--- config.mk ---
export PLATFORM = sky130hd
export DESIGN_NAME = dbus_arbiter
export DESIGN_NICKNAME = d
export VERILOG_FILES = /design/src/rtl/dbus_arbiter.sv
export SDC_FILE = /design/constraint.sdc
export NUM_CORES = 1
export LEC_CHECK = 0
export BUFFER_PORTS_ARGS = -buffer_cell sky130_fd_sc_hd__buf_2
export CAP_MARGIN = 20
export CELL_PAD_IN_SITES_DETAIL_PLACEMENT = 1
export CELL_PAD_IN_SITES_GLOBAL_PLACEMENT = 2
export CORE_AREA = 2 2 244 246
export CTS_CLUSTER_SIZE = 16
export DETAILED_ROUTE_END_ITERATION = 7
export DIE_AREA = 0 0 246 248
export PLACE_DENSITY = 0.54
export REMOVE_ABC_BUFFERS = 1
export SLEW_MARGIN = 20
export SYNTH_ARGS = -nofsm -noshare
export SYNTH_HDL_FRONTEND = slang
export SYNTH_SLANG_ARGS = --single-unit
--- constraint.sdc ---
create_clock -name clk -period 4.1 [get_ports clk]
set_input_delay 0.82 -clock clk [delete_from_list [all_inputs] [get_ports clk]]
set_output_delay 0.82 -clock clk [all_outputs]
set_load 0.005 [all_outputs]
--- src/rtl/dbus_arbiter.sv ---
// dbus_arbiter: shares one downstream data bus between the memory-stage
// load/store path (port 0) and an auxiliary master (port 1).
// A grant is held until the owner's dresp_data_ok or until the owner drops
// its valid (flush); every grant is followed by at least one IDLE cycle.
// Optional build macro DBUS_ARB_RR_EN: round-robin tie-break using a
// last_grant register. Without it, port 0 always wins a tie.
//
// state  | meaning
// IDLE   | no owner, downstream request and responses held at 0
// GRANT0 | port 0 owns the bus until data_ok or valid drop
// GRANT1 | port 1 owns the bus until data_ok or valid drop
module dbus_arbiter #(
  parameter int ADDR_W = 64,
  parameter int DATA_W = 64
) (
  input  logic                clk,
  input  logic                reset,
  input  logic                req0_valid,
  input  logic [ADDR_W-1:0]   req0_addr,
  input  logic [2:0]          req0_size,
  input  logic [DATA_W/8-1:0] req0_strobe,
  input  logic [DATA_W-1:0]   req0_data,
  input  logic                req1_valid,
  input  logic [ADDR_W-1:0]   req1_addr,
  input  logic [2:0]          req1_size,
  input  logic [DATA_W/8-1:0] req1_strobe,
  input  logic [DATA_W-1:0]   req1_data,
  output logic                resp0_data_ok,
  output logic [DATA_W-1:0]   resp0_data,
  output logic                resp1_data_ok,
  output logic [DATA_W-1:0]   resp1_data,
  output logic                dreq_valid,
  output logic [ADDR_W-1:0]   dreq_addr,
  output logic [2:0]          dreq_size,
  output logic [DATA_W/8-1:0] dreq_strobe,
  output logic [DATA_W-1:0]   dreq_data,
  input  logic                dresp_data_ok,
  input  logic [DATA_W-1:0]   dresp_data,
  output logic [1:0]          owner
);

  // Encodings double as the debug owner value (00 idle, 01 port0, 10 port1).
  typedef enum logic [1:0] {
    IDLE   = 2'b00,
    GRANT0 = 2'b01,
    GRANT1 = 2'b10
  } state_t;

  state_t state;
  state_t state_nxt;
  logic   tie_to_port1;

`ifdef DBUS_ARB_RR_EN
  logic last_grant;

  // Remember which port won the most recent grant; reset to 1 so port 0 wins the first tie.
  always_ff @(posedge clk or negedge reset) begin
    if (!reset) begin
      last_grant <= 1'b1;
    end else if (state == IDLE && state_nxt != IDLE) begin
      last_grant <= (state_nxt == GRANT1);
    end
  end

  assign tie_to_port1 = ~last_grant;
`else
  assign tie_to_port1 = 1'b0;
`endif

  assign owner = state;

  // State register; reset abandons any grant immediately.
  always_ff @(posedge clk or negedge reset) begin
    if (!reset) begin
      state <= IDLE;
    end else begin
      state <= state_nxt;
    end
  end

  // Next-state: arbitrate in IDLE, release on data_ok or when the owner withdraws.
  always_comb begin
    state_nxt = state;
    case (state)
      IDLE: begin
        if (req0_valid && req1_valid) begin
          state_nxt = tie_to_port1 ? GRANT1 : GRANT0;
        end else if (req0_valid) begin
          state_nxt = GRANT0;
        end else if (req1_valid) begin
          state_nxt = GRANT1;
        end
      end
      GRANT0: begin
        if (dresp_data_ok || !req0_valid) begin
          state_nxt = IDLE;
        end
      end
      GRANT1: begin
        if (dresp_data_ok || !req1_valid) begin
          state_nxt = IDLE;
        end
      end
      default: state_nxt = IDLE;
    endcase
  end

  // Output steering: the owner's request goes downstream, the response goes only to the owner.
  always_comb begin
    dreq_valid    = 1'b0;
    dreq_addr     = '0;
    dreq_size     = '0;
    dreq_strobe   = '0;
    dreq_data     = '0;
    resp0_data_ok = 1'b0;
    resp0_data    = '0;
    resp1_data_ok = 1'b0;
    resp1_data    = '0;
    case (state)
      GRANT0: begin
        dreq_valid    = req0_valid;
        dreq_addr     = req0_addr;
        dreq_size     = req0_size;
        dreq_strobe   = req0_strobe;
        dreq_data     = req0_data;
        resp0_data_ok = dresp_data_ok;
        resp0_data    = dresp_data;
      end
      GRANT1: begin
        dreq_valid    = req1_valid;
        dreq_addr     = req1_addr;
        dreq_size     = req1_size;
        dreq_strobe   = req1_strobe;
        dreq_data     = req1_data;
        resp1_data_ok = dresp_data_ok;
        resp1_data    = dresp_data;
      end
      default: ;
    endcase
  end

endmodule

==> results.json <==
{
  "status": "completed",
  "die_h_um": 248,
  "crit_path_top_delay_cell": "dfrtp_1",
  "grt_pass1_wl_um": 35380,
  "p_leak_nw": 3.797,
  "arrival_ns": 2.19,
  "drt_iter0_drc": 186,
  "clock_path_buffers": 2,
  "vias": 5937,
  "io_pins": 619,
  "seq_area_frac_synth_pct": 1.567,
  "hpwl_um": 22310,
  "port_buffers": 618,
  "ys_ff_latch": 2,
  "grtUsageTotal_pct": 7.481,
  "fmax_ghz": 0.3318,
  "postRouteWirelength_um": 26400,
  "setup_viol": 0,
  "synth.largest_area_cell": "a22oi_1",
  "timing.final.crit_share_pct": 73.51,
  "clock-root-buffer": "clkbuf_16",
  "htreeDepth": 1,
  "synth_area_um2": 3194,
  "rows": 89,
  "rsz0062_at_grt": "false",
  "crit_path_max_incr_delay_ns": 0.42,
  "powerDensity_nw_per_um2": 461.7,
  "cts_tree": "done",
  "ys_types": 17,
  "area_delta_synth_final_pct": 126.1,
  "cp_max_fo": 109,
  "detail_route.wl_per_cell_um": 14.40,
  "ctsResizeCount": 0,
  "drt_first_pass_iters": 4,
  "reg2regPathDepth": 6,
  "grt_max_degree": 110,
  "whs_ns": 0.3867,
  "final_hold_viol_count": 0,
  "syn_area_per_cell_um2": 6.559,
  "fin_nets": 1410,
  "worstSetupPathType": "flip-flop to output port",
  "syn_inst": 487,
  "antenna_found_initial": 5,
  "initial_core_util_pct": 5.464,
  "path_cells": "inv_1 > ha_4 > buf_12 > a22oi_1 > nor2b_1 > buf_2",
  "final_area_um2": 7223,
  "hold_class": "input pin to asynchronous set/reset pin",
  "worst_pin_slew_ns": 0.5577,
  "route.detailed.drc": 0,
  "critPathCaptureType": "output port",
  "grt-ovfl-total": 0,
  "fp.dieArea_um2": 61010,
  "gp_congestion": 0.8455,
  "numCtsBuffers": 3,
  "clock_skew_ns": 0.0005906,
  "ys_warn_count": 0,
  "synth_top_area_share_pct": 32.67,
  "setup_tns_ns": 0,
  "vdd_drop_max_mv": 0.3239,
  "layout-drive-gt1-share_pct": 60.11,
  "critPathRequiredTime_ns": 3.28,
  "fin_total_pwr_w": 0.003335,
  "cts.sinks": 2,
  "detail-route-antenna-nets": 0,
  "cts_hold_buf": 0,
  "finalCriticalPeriod_ns": 3.014,
  "clkTransAtPathRegs_ns": 0.03,
  "dieWidth_um": 246,
  "synth.area.top_cells": "a22oi_1, nor2b_1, and2_1, buf_2, clkbuf_1",
  "insertion_delay_ns": 0.22,
  "drv_slew": 0,
  "grt_pass1_vias": 5762,
  "maxCapViolCount": 0,
  "cts_setup_buffers": 0,
  "final_cell_mix": "buf_2, nor2b_1, a22oi_1",
  "max-slew-margin-rel_pct": 62.82,
  "start_kind": "flip-flop",
  "final_common_cell": "buf_2",
  "core_um2": 58460,
  "largest_reg_flops": 2,
  "via_per_inst": 3.239,
  "placed_area_um2": 7143
}
## cell families after synthesis
logic type / after synthesis / share of synthesized area [%]
fa+ha+maj: 3 / 1.175
buf+inv: 64 / 9.557
compound gates: 145 / 34.31
flops: 2 / 1.567
simple gates: 273 / 53.39
## routing by layer
| metal | track usage (%) | part of all wire (%) | vias up |
|---|---|---|---|
| li1 | - | - | 2835 |
| met1 | 7.924 | 36 | 2742 |
| met2 | 15.27 | 55 | 338 |
| met3 | 1.546 | 8.0 | 18 |
| met4 | 0.9269 | 1.0 | 4 |
| met5 | 0 | 0.083 | - |
## worst paths after layout
kind | end | start | slack (ns)
max | dreq_data[22] | owner[0] | 1.09
min | owner[0] | reset | 0.39
max reg2reg | owner[1] | owner[1] | 2.11
min reg2reg | owner[1] | owner[1] | 0.73
max in group asynchronous | owner[1] | reset | 3.61
min in group clk | owner[1] | owner[1] | 0.73
## area by class of cell
cell class | instances | area [um^2]
antenna | 2 | 5.005
multi-input combinational | 421 | 2877
tap | 773 | 967.2
timing repair buffer | 629 | 3238
sequential | 2 | 50.05
clock buffer | 3 | 75.07
inverter | 3 | 11.26
fill | 7253 | 51240
## synthesized netlist by cell type (all sizes together)
library cell	number
a21boi	1
a22oi	140
and2	130
buf	38
clkbuf	23
dfrtp	2
ha	3
inv	3
nor2b	141
nor3	2
o21ai	2
o21bai	1
o22ai	1
## report_power, final
group	total, W	switching, W	internal [W]
registers	0.0000387	0.0000108	0.0000279
clock network	0.000145	0.0000210	0.000124
logic	0.00315	0.00165	0.00150
total	0.00334	0.00169	0.00165
## through the flow
stage	setup slack [ns]	std cells	util, %
2_1_floorplan	-0.9740	426	-
3_3_place_gp	1.316	1828	12.22
3_5_place_dp	1.269	1828	12.22
4_1_cts	1.033	1831	12.35
5_1_grt	0.9375	1832	12.35
6_report	1.086	1833	12.36
## worst max-delay path: cells and delay by family (launching register included)
| kind | cells | cell delay, ns |
|---|---|---|
| AOI/OAI and AO/OA | 1 | 0.29 |
| and+or+nand+nor | 1 | 0.16 |
| buffers and inverters | 3 | 0.67 |
| adders and majority gates | 1 | 0.30 |
| DFF | 1 | 0.42 |
Power figures use the tool's default switching activity.
